[src/rtl/mvm_pkg.sv]
// Shared types and helpers for the mvm_par matrix-vector multiplier.
// Holds the controller state encoding, default sizes, and the overflow-aware
// adder used by every MAC lane.
package mvm_pkg;

    typedef enum logic [1:0] {
        LOAD_A  = 2'd0,
        LOAD_B  = 2'd1,
        COMPUTE = 2'd2,
        DRAIN   = 2'd3
    } state_t;

    localparam int NROWS_DEF     = 4;
    localparam int NCOLS_DEF     = 4;
    localparam int NUM_LANES_DEF = 2;
    localparam int IN_W_DEF      = 8;
    localparam int ACC_W_DEF     = 16;

    // Working width of sat_add; callers sign-extend into it and keep the low w bits.
    localparam int SAT_W = 64;

    // Adds two values that are meaningful in their low w bits. ovf flags a
    // signed overflow at width w (operands share a sign, the sum does not).
    // With sat set, an overflowing sum is replaced by the w-bit max or min.
    function automatic logic [SAT_W-1:0] sat_add(
        input  logic [SAT_W-1:0] a,
        input  logic [SAT_W-1:0] b,
        input  int unsigned      w,
        input  logic             sat,
        output logic             ovf
    );
        logic [SAT_W-1:0] sum;
        logic [SAT_W-1:0] max_v;
        sum   = a + b;
        ovf   = (a[w-1] == b[w-1]) && (sum[w-1] != a[w-1]);
        max_v = (SAT_W'(1) << (w - 1)) - SAT_W'(1);
        if (sat && ovf) begin
            sum = a[w-1] ? ~max_v : max_v;
        end
        return sum;
    endfunction

endpackage

[src/rtl/mvm_par_if.sv]
// Stream interface of mvm_par: element input stream and result output stream.
// The slave modport is the multiplier's view; master is the source/sink side.
interface mvm_par_if #(
    parameter int IN_W  = 8,
    parameter int ACC_W = 16
);
    logic                    s_valid;
    logic                    s_ready;
    logic signed [IN_W-1:0]  data_in;
    logic                    m_valid;
    logic                    m_ready;
    logic signed [ACC_W-1:0] data_out;
    logic                    overflow;

    modport slave (
        input  s_valid, data_in, m_ready,
        output s_ready, m_valid, data_out, overflow
    );

    modport master (
        output s_valid, data_in, m_ready,
        input  s_ready, m_valid, data_out, overflow
    );
endinterface

[src/rtl/mvm_mac_lane.sv]
// One multiply-accumulate lane: operand register, product register, and an
// accumulator with sticky per-row overflow. Optional clamping is selected by
// the MVM_PAR_SAT_EN macro; by default the accumulator wraps.
module mvm_mac_lane
    import mvm_pkg::*;
#(
    parameter int IN_W  = IN_W_DEF,
    parameter int ACC_W = ACC_W_DEF
) (
    input  logic                    clk,
    input  logic                    reset,
    input  logic                    issue,
    input  logic                    first,
    input  logic signed [IN_W-1:0]  a,
    input  logic signed [IN_W-1:0]  x,
    output logic signed [ACC_W-1:0] acc,
    output logic                    ovf
);

`ifdef MVM_PAR_SAT_EN
    localparam logic SAT = 1'b1;
`else
    localparam logic SAT = 1'b0;
`endif

    logic signed [IN_W-1:0]   a_p0;
    logic signed [IN_W-1:0]   x_p0;
    logic                     first_p0;
    logic                     vld_p0;
    logic signed [2*IN_W-1:0] prod_p1;
    logic                     first_p1;
    logic                     vld_p1;
    logic signed [ACC_W-1:0]  acc_p2;
    logic                     ovf_p2;

    logic signed [ACC_W-1:0]  acc_base;
    logic [SAT_W-1:0]         sum_w;
    logic                     add_ovf;
    logic                     hold;
    logic                     unused_hi;

    // Valid bits and the sticky overflow flag are control and take the reset.
    always_ff @(posedge clk or negedge reset) begin
        if (!reset) begin
            vld_p0 <= 1'b0;
            vld_p1 <= 1'b0;
            ovf_p2 <= 1'b0;
        end else begin
            vld_p0 <= issue;
            vld_p1 <= vld_p0;
            if (vld_p1) begin
                ovf_p2 <= first_p1 ? add_ovf : (ovf_p2 | add_ovf);
            end
        end
    end

    // Datapath registers: operands (p0), product (p1), accumulator (p2).
    always_ff @(posedge clk) begin
        a_p0     <= a;
        x_p0     <= x;
        first_p0 <= first;
        prod_p1  <= a_p0 * x_p0;
        first_p1 <= first_p0;
        if (vld_p1 && !hold) begin
            acc_p2 <= sum_w[ACC_W-1:0];
        end
    end

    // Accumulate step: a row starts from zero; a clamped row stays at its bound.
    always_comb begin
        acc_base = first_p1 ? '0 : acc_p2;
        hold     = SAT && ovf_p2 && !first_p1;
        sum_w    = sat_add(SAT_W'(acc_base), SAT_W'(prod_p1), ACC_W, SAT, add_ovf);
    end

    assign unused_hi = ^sum_w[SAT_W-1:ACC_W];
    assign acc       = acc_p2;
    assign ovf       = ovf_p2;

endmodule

[src/rtl/mvm_par.sv]
// mvm_par: streams in an NROWS x NCOLS matrix (row-major) and an NCOLS vector,
// computes y = A*x with NUM_LANES parallel MAC lanes (one row per lane per
// group) and streams the NROWS results out in row order with overflow flags.
// Build option: define MVM_PAR_SAT_EN for saturating accumulation (default wraps).
module mvm_par
    import mvm_pkg::*;
#(
    parameter int NROWS     = NROWS_DEF,
    parameter int NCOLS     = NCOLS_DEF,
    parameter int NUM_LANES = NUM_LANES_DEF,
    parameter int IN_W      = IN_W_DEF,
    parameter int ACC_W     = ACC_W_DEF
) (
    input  logic      clk,
    input  logic      reset,
    mvm_par_if.slave  bus
);

    localparam int NGROUPS = NROWS / NUM_LANES;
    localparam int CW      = $clog2(NCOLS + 3);
    localparam int XW      = $clog2(NCOLS);
    localparam int LW      = (NUM_LANES > 1) ? $clog2(NUM_LANES) : 1;
    localparam int GW      = (NGROUPS > 1) ? $clog2(NGROUPS) : 1;
    localparam int AW      = $clog2(NGROUPS * NCOLS);

    state_t state;
    state_t next_state;

    logic [CW-1:0] col_cnt;
    logic [LW-1:0] lane_cnt;
    logic [GW-1:0] grp_cnt;

    logic signed [IN_W-1:0]  bank [NUM_LANES][NGROUPS*NCOLS];
    logic signed [IN_W-1:0]  x_vec [NCOLS];
    logic signed [ACC_W-1:0] lane_acc [NUM_LANES];
    logic                    lane_ovf [NUM_LANES];
    logic signed [ACC_W-1:0] obuf_data [NUM_LANES];
    logic                    obuf_ovf [NUM_LANES];

    logic          in_fire;
    logic          out_fire;
    logic          col_last;
    logic          lane_last;
    logic          grp_last;
    logic          calc_done;
    logic          issue;
    logic [XW-1:0] rd_col;
    logic [AW-1:0] addr;

    assign bus.s_ready  = (state == LOAD_A) || (state == LOAD_B);
    assign bus.m_valid  = (state == DRAIN);
    assign bus.data_out = obuf_data[lane_cnt];
    assign bus.overflow = obuf_ovf[lane_cnt];

    assign in_fire   = bus.s_valid && bus.s_ready;
    assign out_fire  = bus.m_valid && bus.m_ready;
    assign col_last  = (col_cnt == CW'(NCOLS - 1));
    assign lane_last = (lane_cnt == LW'(NUM_LANES - 1));
    assign grp_last  = (grp_cnt == GW'(NGROUPS - 1));
    assign calc_done = (col_cnt == CW'(NCOLS + 2));
    assign issue     = (state == COMPUTE) && (col_cnt < CW'(NCOLS));

    // Column index and bank address shared by matrix writes and compute reads.
    always_comb begin
        rd_col = (col_cnt < CW'(NCOLS)) ? col_cnt[XW-1:0] : '0;
        addr   = AW'(int'(grp_cnt) * NCOLS + int'(rd_col));
    end

    // Controller state register.
    always_ff @(posedge clk or negedge reset) begin
        if (!reset) begin
            state <= LOAD_A;
        end else begin
            state <= next_state;
        end
    end

    // Next-state logic: load A, load x, then compute/drain one group at a time.
    always_comb begin
        next_state = state;
        case (state)
            LOAD_A:  if (in_fire && col_last && lane_last && grp_last) next_state = LOAD_B;
            LOAD_B:  if (in_fire && col_last) next_state = COMPUTE;
            COMPUTE: if (calc_done) next_state = DRAIN;
            DRAIN:   if (out_fire && lane_last) next_state = grp_last ? LOAD_A : COMPUTE;
            default: next_state = LOAD_A;
        endcase
    end

    // Position counters; lane/group during loading track row mod / div NUM_LANES.
    always_ff @(posedge clk or negedge reset) begin
        if (!reset) begin
            col_cnt  <= '0;
            lane_cnt <= '0;
            grp_cnt  <= '0;
        end else begin
            case (state)
                LOAD_A: begin
                    if (in_fire) begin
                        if (col_last) begin
                            col_cnt <= '0;
                            if (lane_last) begin
                                lane_cnt <= '0;
                                grp_cnt  <= grp_last ? '0 : grp_cnt + GW'(1);
                            end else begin
                                lane_cnt <= lane_cnt + LW'(1);
                            end
                        end else begin
                            col_cnt <= col_cnt + CW'(1);
                        end
                    end
                end
                LOAD_B: begin
                    if (in_fire) begin
                        col_cnt <= col_last ? '0 : col_cnt + CW'(1);
                    end
                end
                COMPUTE: begin
                    if (calc_done) begin
                        col_cnt  <= '0;
                        lane_cnt <= '0;
                    end else begin
                        col_cnt <= col_cnt + CW'(1);
                    end
                end
                DRAIN: begin
                    if (out_fire) begin
                        if (lane_last) begin
                            lane_cnt <= '0;
                            grp_cnt  <= grp_last ? '0 : grp_cnt + GW'(1);
                        end else begin
                            lane_cnt <= lane_cnt + LW'(1);
                        end
                    end
                end
                default: begin
                    col_cnt  <= '0;
                    lane_cnt <= '0;
                    grp_cnt  <= '0;
                end
            endcase
        end
    end

    // Matrix banks and vector storage, written by accepted input elements.
    always_ff @(posedge clk) begin
        if (state == LOAD_A && in_fire) begin
            bank[lane_cnt][addr] <= bus.data_in;
        end
        if (state == LOAD_B && in_fire) begin
            x_vec[rd_col] <= bus.data_in;
        end
    end

    // Output buffer captures every lane's result once the group has finished.
    always_ff @(posedge clk or negedge reset) begin
        if (!reset) begin
            for (int k = 0; k < NUM_LANES; k++) begin
                obuf_data[k] <= '0;
                obuf_ovf[k]  <= 1'b0;
            end
        end else if (state == COMPUTE && calc_done) begin
            for (int k = 0; k < NUM_LANES; k++) begin
                obuf_data[k] <= lane_acc[k];
                obuf_ovf[k]  <= lane_ovf[k];
            end
        end
    end

    for (genvar k = 0; k < NUM_LANES; k++) begin : g_lane
        mvm_mac_lane #(
            .IN_W  (IN_W),
            .ACC_W (ACC_W)
        ) u_lane (
            .clk   (clk),
            .reset (reset),
            .issue (issue),
            .first (col_cnt == '0),
            .a     (bank[k][addr]),
            .x     (x_vec[rd_col]),
            .acc   (lane_acc[k]),
            .ovf   (lane_ovf[k])
        );
    end

endmodule

[src/flat_wrapper.sv]
// flat-port wrapper written by rule: the top's interface ports become plain ports
module mvm_par_flat import mvm_pkg::*;
#(
    parameter int NROWS     = NROWS_DEF,
    parameter int NCOLS     = NCOLS_DEF,
    parameter int NUM_LANES = NUM_LANES_DEF,
    parameter int IN_W      = IN_W_DEF,
    parameter int ACC_W     = ACC_W_DEF
)
  (clk, reset, bus_s_valid, bus_data_in, bus_m_ready, bus_s_ready, bus_m_valid, bus_data_out, bus_overflow);
  mvm_par_if #(.IN_W(IN_W), .ACC_W(ACC_W)) bus_i ();
  input  logic clk;
  input  logic reset;
  input wire logic [$bits(bus_i.s_valid)-1:0] bus_s_valid;
  input wire logic [$bits(bus_i.data_in)-1:0] bus_data_in;
  input wire logic [$bits(bus_i.m_ready)-1:0] bus_m_ready;
  output wire logic [$bits(bus_i.s_ready)-1:0] bus_s_ready;
  output wire logic [$bits(bus_i.m_valid)-1:0] bus_m_valid;
  output wire logic [$bits(bus_i.data_out)-1:0] bus_data_out;
  output wire logic [$bits(bus_i.overflow)-1:0] bus_overflow;
  assign bus_i.s_valid = bus_s_valid;
  assign bus_i.data_in = bus_data_in;
  assign bus_i.m_ready = bus_m_ready;
  assign bus_s_ready = bus_i.s_ready;
  assign bus_m_valid = bus_i.m_valid;
  assign bus_data_out = bus_i.data_out;
  assign bus_overflow = bus_i.overflow;
  mvm_par #(.NROWS(NROWS), .NCOLS(NCOLS), .NUM_LANES(NUM_LANES), .IN_W(IN_W), .ACC_W(ACC_W)) u_core (.clk(clk), .reset(reset), .bus(bus_i));
endmodule
[config.mk]
export PLATFORM = sky130hd
export DESIGN_NAME = mvm_par_flat
export DESIGN_NICKNAME = d
export VERILOG_FILES = /design/src/rtl/mvm_pkg.sv /design/src/rtl/mvm_par_if.sv /design/src/rtl/mvm_mac_lane.sv /design/src/rtl/mvm_par.sv /design/src/flat_wrapper.sv
export SDC_FILE = /design/constraint.sdc
export NUM_CORES = 1
export LEC_CHECK = 0
export CORE_MARGIN = 2
export CORE_UTILIZATION = 45
export DETAILED_ROUTE_END_ITERATION = 10
export PLACE_DENSITY_LB_ADDON = 0.15
export SETUP_SLACK_MARGIN = 0.05
export SLEW_MARGIN = 20
export SYNTH_ARGS = -nofsm -noshare
export SYNTH_HDL_FRONTEND = slang
export SYNTH_SLANG_ARGS = --single-unit
[constraint.sdc]
create_clock -name clk -period 4.5 [get_ports clk]
set_clock_uncertainty 0.2 [all_clocks]
set_input_delay 1.125 -clock clk [delete_from_list [all_inputs] [get_ports clk]]
set_output_delay 1.125 -clock clk [all_outputs]
set_load 0.005 [all_outputs]
### Word-level counts from Yosys, hierarchy flattened

Memory sizes are Yosys's and may differ from the RTL's. A register that Yosys moved wholly into a read port is not among the register bits.
Index checks and enable logic that the tools add are counted.

| storage, ports and cells | value |
|---|---|
| register bits | 127 |
| latch bits | 0 |
| bits in writable memories | 160 |
| ROM bits | 0 |
| input port bits | 12 |
| output and inout bits | 19 |
| word-level logic and storage cells | 124 |
| memories | 2 |

| cells by class | value |
|---|---|
| add/subtract/negate cells | 6 |
| $mul | 2 |
| div/mod/pow operators | 0 |
| $lt $le $gt $ge | 4 |
| equality and inequality tests | 17 |
| shift operators | 0 |
| muxes and demuxes | 45 |
| bitwise logic cells | 4 |
| reduce and logical (&&, ||, !) cells | 24 |

Memories:

| name | words | bits a word | read ports | clocked after Yosys merged registers in | write ports | line | source |
|---|---|---|---|---|---|---|---|
| u_core.bank | 2 | 64 | 2 | 0 | 1 | mvm_par.sv:33 | `logic signed [IN_W-1:0] bank [NUM_LANES][NGROUPS*NCOLS];` |
| u_core.x_vec | 4 | 8 | 1 | 1 | 1 | mvm_par.sv:34 | `logic signed [IN_W-1:0] x_vec [NCOLS];` |

Operators by type and width:

| operator | number |
|---|---|
| $mux 16 | 5 |
| $mux 64 | 1 |
| $bmux 8 s3 | 2 |
| $mux 8 | 5 |
| $add 16x16->16 | 2 |
| $mul 8x8->16 | 2 |
| $demux 8 s3 | 1 |
| $mux 1 | 18 |
| $logic_and 1x1->1 | 13 |
| $mux 2 | 6 |
| $mux 3 | 3 |
| $ne 2x1->1 const B | 4 |
| $ne 2x2->1 const B | 4 |
| $pmux 2 s4 | 1 |
| $reduce_and 4->1 | 2 |
| $pmux 3 s2 | 1 |
| $reduce_and 5->1 | 1 |
| $eq 2x2->1 const B | 2 |
| $ge 4x4->1 const B | 1 |
| $lt 4x1->1 const B | 1 |
| $not 3->4 | 1 |
| $reduce_bool 2->1 | 2 |
| $add 3x1->3 const B | 1 |
| $add 3x2->3 | 1 |
| 18 further kinds | 22 |

### Depth between registers and ports, before layout

Gate-level depths: netlist of the first run.

| logic depth | value |
|---|---|
| depth after elaboration | 9 |
| depth in mapped cells | 17 |
| gate-level depth less buffers | 16 |

### Cells and area by module

A second synthesis of the first run with hierarchy kept.

| unflattened totals | value |
|---|---|
| cells, all modules | 1473 |
| area, all modules | 17733.3 µm² |

Modules (own cells, without submodules):

| module | times used | cells an instance | area each (µm²) | sequential area each (µm²) |
|---|---|---|---|---|
| mvm_par | 1 | 543 | 8440.6 | 5830.6 |
| mvm_mac_lane (u_core.g_lane[0].u_lane) | 1 | 470 | 4689.5 | 1236.2 |
| mvm_mac_lane (u_core.g_lane[1].u_lane) | 1 | 460 | 4603.2 | 1236.2 |

### Least setup slack after synthesis of the first run

Ideal clock, no wire load.

| path | value |
|---|---|
| path type | register to register |
| start | register u_core.g_lane[0].u_lane.x_p0[2] (netlist name) |
| end | register u_core.g_lane[1].u_lane.prod_p1[14] |
| library setup time | 0.106 ns |
| arrival | 4.154 ns |
| data required time | 4.194 ns |
| setup slack | 0.040 ns |
| stages on the path, launching flop included | 16 |
| buffers on the path | 1 |
| clock period less this slack | 4.460 ns |
| path through | dfxtp_1 > clkbuf_1 > nand2_1 > fa_1 > inv_1 > fa_1 > fa_1 > inv_1 > fa_1 > inv_1 > ha_1 > o21ai_0 > a21oi_1 > o41ai_2 > or4b_1 > o311ai_0 |

| on the way | value |
|---|---|
| word-level cells in the longest chain between the ends | 1 |

Ends and longest elaborated chain:

| what | line | source |
|---|---|---|
| $mul 8x8->16 | mvm_mac_lane.sv:62 | `prod_p1 <= a_p0 * x_p0;` |
| end signal: assignment | mvm_mac_lane.sv:62 |  |
| end: declaration | mvm_mac_lane.sv:30 | `logic signed [2*IN_W-1:0] prod_p1;` |

No other way between the ends.
A chain may end at the register's enable or synchronous reset.

### Worst setup path after layout of the first run

| path | value |
|---|---|
| start | register u_core.g_lane[0].u_lane.x_p0[2] (netlist name) |
| end | register u_core.g_lane[0].u_lane.prod_p1[14] |

| on the way | value |
|---|---|
| word-level cells in the longest chain between the ends | 1 |

Ends and longest elaborated chain:

| what | line |
|---|---|
| $mul 8x8->16 | mvm_mac_lane.sv:62 |
| end signal: assignment | mvm_mac_lane.sv:62 |
| end: declaration | mvm_mac_lane.sv:30 |

No other way between the ends.

==> results of run 1 <==
[metrics by stage]
step | hold WS (ns) | util [%] | worst slack (ns) | TNS [ns]
final | 0.134 | 53.1 | 0.140 | 0
after global routing | 0.146 | 53.1 | -0.0574 | -0.0574
after CTS | 0.138 | 52.3 | 0.0601 | 0
after detailed placement | 0.123 | 49.3 | -0.0777 | -0.172
after global placement | 0.119 | 49.3 | 0.0300 | 0
after floorplan | 0.110 | - | 0.0579 | 0
[kinds of logic (layout without fill, tap and decap cells)]
group | count (synthesis) | after routing | share of synthesized area, %
flops | 295 | 295 | 47.1
compound gates | 221 | 221 | 8.65
xor+xnor | 55 | 55 | 2.82
simple gates | 386 | 386 | 11.7
buf+inv | 224 | 361 | 5.00
mux | 77 | 77 | 4.89
fa+ha+maj | 205 | 205 | 19.9
[cell usage after synthesis, drive strengths merged (14+ instances only)]
library cell	number	area, µm²
nor2b	52	325
dfrtp	45	1130
dfxtp	58	1160
a21oi	61	309
xnor2	49	429
inv	181	679
fa	112	2240
and2	93	582
mux2	53	597
nor2	90	338
clkbuf	29	109
o21ai	53	277
buf	14	66.3
edfxtp	192	5770
nand2	78	293
mux2i	24	240
a221oi	22	193
nor3	21	110
nand3	14	70.1
ha	93	1160
[path summary, 6_finish.rpt]
kind                                                       endpoint  cells past startpoint                             start
worst max-delay path            u_core.g_lane[0].u_lane.prod_p1[14]                     15   u_core.g_lane[0].u_lane.x_p0[2]
worst min-delay path               u_core.g_lane[0].u_lane.first_p1                      0  u_core.g_lane[0].u_lane.first_p0
worst max register to register  u_core.g_lane[0].u_lane.prod_p1[14]                     15   u_core.g_lane[0].u_lane.x_p0[2]
worst min register to register     u_core.g_lane[0].u_lane.first_p1                      0  u_core.g_lane[0].u_lane.first_p0
max in group asynchronous                           u_core.lane_cnt                      1                             reset
min in group asynchronous                      u_core.obuf_data[15]                      1                             reset
[critical path: cells and delay by family, from the launching register on]
| family | cells | cell delay [ns] |
|---|---|---|
| adders and majority gates | 5 | 2.02 |
| buffers and inverters | 3 | 0.21 |
| DFF | 1 | 0.37 |
| AOI/OAI and AO/OA | 4 | 0.76 |
| and+or+nand+nor | 3 | 0.72 |
[metal layers]
layer	track usage, %	share of wire, %	up-vias
met4	5.56	2.7	0
met3	2.78	3.6	58
met1	24.0	44	5274
met2	33.6	50	184
met5	0	0	-
li1	-	-	5242
[repair_timing]
action,in CTS,in global routing
gates cloned,0,0
setup buffers,0,7
pin swaps,3,29
endpoints found under the setup margin,6,6
resized for setup,19,73
hold buffers,0,0
[registers in the layout, indices dropped and copies added, names as in the netlist]
name and count:
u_core.g_lane.u_lane.vld_p0 1, u_core.x_vec 32, u_core.obuf_ovf 2, u_core.g_lane.u_lane.first_p1 1, u_core.bank 128, u_core.g_lane.u_lane.x_p0 8
u_core.lane_cnt 1, u_core.grp_cnt 1, u_core.g_lane.u_lane.acc 32, u_core.g_lane.u_lane.prod_p1 32, u_core.g_lane.u_lane.ovf 2, u_core.col_cnt 3
u_core.obuf_data 32, u_core.state 2, u_core.g_lane.u_lane.first_p0 1, u_core.g_lane.u_lane.vld_p1 1, u_core.g_lane.u_lane.a_p0 16
[final cells by class]
| cell class | count | share of cell area (%) |
|---|---|---|
| Multi-Input combinational cell | 944 | 42.5 |
| Sequential cell | 295 | 40.5 |
| Timing Repair Buffer | 122 | 5.05 |
| Clock buffer | 41 | 4.17 |
| Inverter | 181 | 3.40 |
| Tap cell | 511 | 3.20 |
| Clock inverter | 17 | 1.15 |
==> flow_summary.yaml, run 1 <==
final_layout:
  drive_above_1_share_pct: 17.8
  final_common_cell: "edfxtp_1"
  regArea_um2: 8090
  fillers: 3309
  fin_cells: 2111
  diodes: 0
  fin_area_um2: 20000
  multiInputGateArea_um2: 8480
  area_growth_pct: 16.7
  nNetsFinal: 1792
  mostFrequentLayoutCells: "edfxtp_1, inv_1, fa_1"
worst_setup_path:
  path_class: "flip-flop to flip-flop"
  end_kind: "flip-flop"
  crit_fanout: 8
  path_common_cell: "fa_1"
  rrSetupSlack_ns: 0.14
  arrival_ns: 4.67
  cp.required_ns: 4.81
  cpPeakStageDelay_ns: 0.53
  start_kind: "flip-flop"
  cp_slowest_cell: "fa_1"
  path_cells: "buf_6 > and2_4 > fa_1 > ha_1 > inv_2 > fa_1 > fa_1 > inv_2 > ha_4 > nor2b_4 > o21ai_2 > a21oi_2 > o41ai_2 > or4b_1 > o211ai_1"
timing:
  slew_headroom_pct: 36.2
  slew_viol_final: 0
  period_needed_ns: 4.36
  rsz0062_at_grt: "yes"
  finalSetupViolCount: 0
  hold_violations: 0
  max_freq_mhz: 229
  fin_crit_sh_pct: 96.9
  worstMarginPinSlew_ns: 0.955
yosys:
  ys.flop_type: "edfxtp_1"
  synth_area_um2: 17100
  syn_inst: 1463
  syn_nets: 1680
  synth.distinct_cells: 71
  synth_area_per_cell_um2: 11.7
  async_flop_share_pct: 15.3
  yosys_warnings: 0
  ys_ff_latch: 295
  synth-seq-area-share_pct: 47.1
  synth-edff-count: 192
drt:
  dr_total_vias: 10758
  ant_nets: 0
  wirelength_um: 36200
  drt-initial-drc-count: 508
  route.detailed.drc: 0
  dr.pass1.iters: 5
  routedWlPerCell_um: 17.1
  avgViaCountPerCell: 5.10
placed_design:
  port_buffers: 30
  dpl.hpwl_um: 26300
  gp_congestion: 0.821
  dp.cells: 2046
  dpl_cell_area_um2: 18500
floorplanning:
  core.rowCount: 71
  die_h_um: 199
  die_w_um: 199
  core_um2: 37600
  initial_core_util_pct: 45.5
  die-area_um2: 39600
  ios: 31
clock_network:
  cts_root_buffer: "clkbuf_16"
  clk_pin_slew_ns: 0.06
  clk_latency_ns: 0.58
  numCtsBuffers: 31
  cts_htree_levels: 1
  cts_tree: "done"
  cts_sinks: 295
  ctsLongestPathBuffers: 3
run_status:
  status: "finished, final reports clean"
min_path:
  hold_path.class: "flip-flop to flip-flop"
global_route:
  grt_max_degree: 46
  grt_remaining_overflow: 0
  gr-usage-all-layers_pct: 18.9
  antenna_found_initial: 0
  grt_pass1_wl_um: 58200
  grt_pass1_vias: 11032
job:
  drv_cap: 0
Power of run 1 is left out: the tool's default activity adds up to more than one toggle a clock period on the data nets, which glitch-free logic cannot reach.
==> run 2, diff against run 1 <==
==> constraint.sdc (replaced) <==
create_clock -name clk -period 3.5 [get_ports clk]
set_clock_uncertainty 0.2 [all_clocks]
set_input_delay 0.875 -clock clk [delete_from_list [all_inputs] [get_ports clk]]
set_output_delay 0.875 -clock clk [all_outputs]
set_load 0.02 [all_outputs]
==> run 2 against run 1 <==
Wire length up 1.5%; maximum frequency up 0.54%; hold slack gained 0.043 ns; clock-buffer cell count is 3 higher; final area is 4.1% higher; via count is 2.3% higher; sequential share of layout area shrank 1.5 points; setup slack got worse by 0.98 ns; non-clock buffer count increased by 70; die area unchanged; the run now ends with negative setup slack left.
==> flow_summary.yaml, run 2 (synthesis gave the netlist of run 1 again) <==
clock_network:
  clk_latency_ns: 0.53
  cts_sinks: 295
  ctsLongestPathBuffers: 3
  postCtsHoldBufs: 0
  cts_tree: "done"
  clk_pin_slew_ns: 0.06
  numCtsBuffers: 34
  cts_root_buffer: "clkbuf_16"
  cts_htree_levels: 2
drt:
  ant_nets: 0
  dr_total_vias: 11010
  wl_met1_um: 16200
  avgViaCountPerCell: 5.04
  met3WireLength_um: 1280
  top_layer: "met5"
  wirelength_um: 36700
  dr_wl_met2_um: 18200
  routedWlPerCell_um: 16.8
  route.detailed.drc: 0
  dr.pass1.iters: 5
  drt-initial-drc-count: 499
global_route:
  antenna_found_initial: 1
  gr-usage-all-layers_pct: 19.3
  grt_pass1_vias: 11426
  grt_max_degree: 46
  grt_remaining_overflow: 0
  grt_pass1_wl_um: 59400
worst_setup_path:
  arrival_ns: 4.54
  cp_slowest_cell: "fa_2"
  path_class: "flip-flop to flip-flop"
  cp.required_ns: 3.71
  crit_fanout: 6
  path_common_cell: "fa_1"
  path_cells: "buf_12 > buf_4 > nand2_1 > fa_2 > inv_1 > fa_1 > fa_1 > inv_1 > fa_1 > inv_2 > ha_4 > o21ai_2 > a21oi_2 > o41ai_2 > or4b_1 > o311ai_2"
  start_kind: "flip-flop"
  cpPeakStageDelay_ns: 0.52
  end_kind: "flip-flop"
final_layout:
  nNetsFinal: 1865
  mostFrequentLayoutCells: "edfxtp_1, inv_1, buf_4"
  final_common_cell: "edfxtp_1"
  multiInputGateArea_um2: 8680
  regArea_um2: 8110
  finish.utilization_pct: 55.3
  area_growth_pct: 21.5
  fillers: 3234
  diodes: 0
  regMostFlops: "u_core.bank"
  largest_register_ff_count: 128
  drive_above_1_share_pct: 24.3
placed_design:
  gp_congestion: 0.834
  port_buffers: 30
  place_worst_setup_slack_ns: -0.957
  dpl.hpwl_um: 26800
floorplanning:
  core_um2: 37600
  die-area_um2: 39600
  die_h_um: 199
  ios: 31
  core.rowCount: 71
  die_w_um: 199
  initial_core_util_pct: 45.5
timing:
  layout_setup_ws_ns: -0.837
  finalSetupViolCount: 18
  slew_headroom_pct: 41.0
  hold_violations: 0
  period_needed_ns: 4.34
  worstMarginPinSlew_ns: 0.882
  max_freq_mhz: 231
  finalSetupTns_ns: -9.76
  rsz0062_at_grt: "yes"
  slew_viol_final: 0
  fin_crit_sh_pct: 124
min_path:
  hold_path.class: "input pin to asynchronous set/reset pin"
run_status:
  failed_checks: "negative setup slack"
  status: "finished, violations left"
job:
  drv_cap: 0
run 2: repair_timing:
| action | CTS | global route |
|---|---|---|
| buffers inserted | 17 | 14 |
| cloned | 1 | 0 |
| endpoints found under the setup margin | 37 | 22 |
| gates resized for setup | 74 | 69 |
| pin swaps | 43 | 40 |
run 2: critical path, delay by kind of cell (launching register included):
family | cells | cell delay, ns
buffers and inverters | 5 | 0.37
adders and majority gates | 5 | 2.16
DFF | 1 | 0.40
and+or+nand+nor | 2 | 0.56
AOI/OAI and AO/OA | 4 | 0.54
run 2: path summary, 6_finish.rpt:
check	depth (start not counted)	end	startpoint	slack, ns
max	16	u_core.g_lane[1].u_lane.prod_p1[14]	u_core.g_lane[0].u_lane.x_p0[4]	-0.84
min	1	u_core.obuf_data[7]	reset	0.18
max reg2reg	16	u_core.g_lane[1].u_lane.prod_p1[14]	u_core.g_lane[0].u_lane.x_p0[4]	-0.84
min reg2reg	0	u_core.g_lane[0].u_lane.vld_p1	u_core.g_lane[0].u_lane.vld_p0	0.19
max in group asynchronous	1	u_core.lane_cnt	reset	2.48
min in group clk	0	u_core.g_lane[0].u_lane.vld_p1	u_core.g_lane[0].u_lane.vld_p0	0.19
run 2: cell type report:
class,count,area share [%]
Clock buffer,44,4.37
Clock inverter,16,0.656
Inverter,181,3.27
Multi-Input combinational cell,944,41.8
Sequential cell,295,39.0
Tap cell,511,3.08
Timing Repair Buffer,192,7.82
run 2: metrics by stage:
step           instance area, µm²  instances  hold WS [ns]
6_report                    20800       2183         0.177
3_5_place_dp                19100       2097         0.166
5_1_grt                     20800       2183         0.201
3_3_place_gp                19100       2097         0.164
2_1_floorplan               17300       1463         0.110
4_1_cts                     20500       2175         0.184
run 2: layer usage:
layer  vias to the layer above  track usage, %
met2                       180            33.7
met5                         -               0
li1                       5385               -
met3                        74            2.85
met1                      5369            24.6
met4                         2            6.47
Power of run 2 is left out for the same reason.
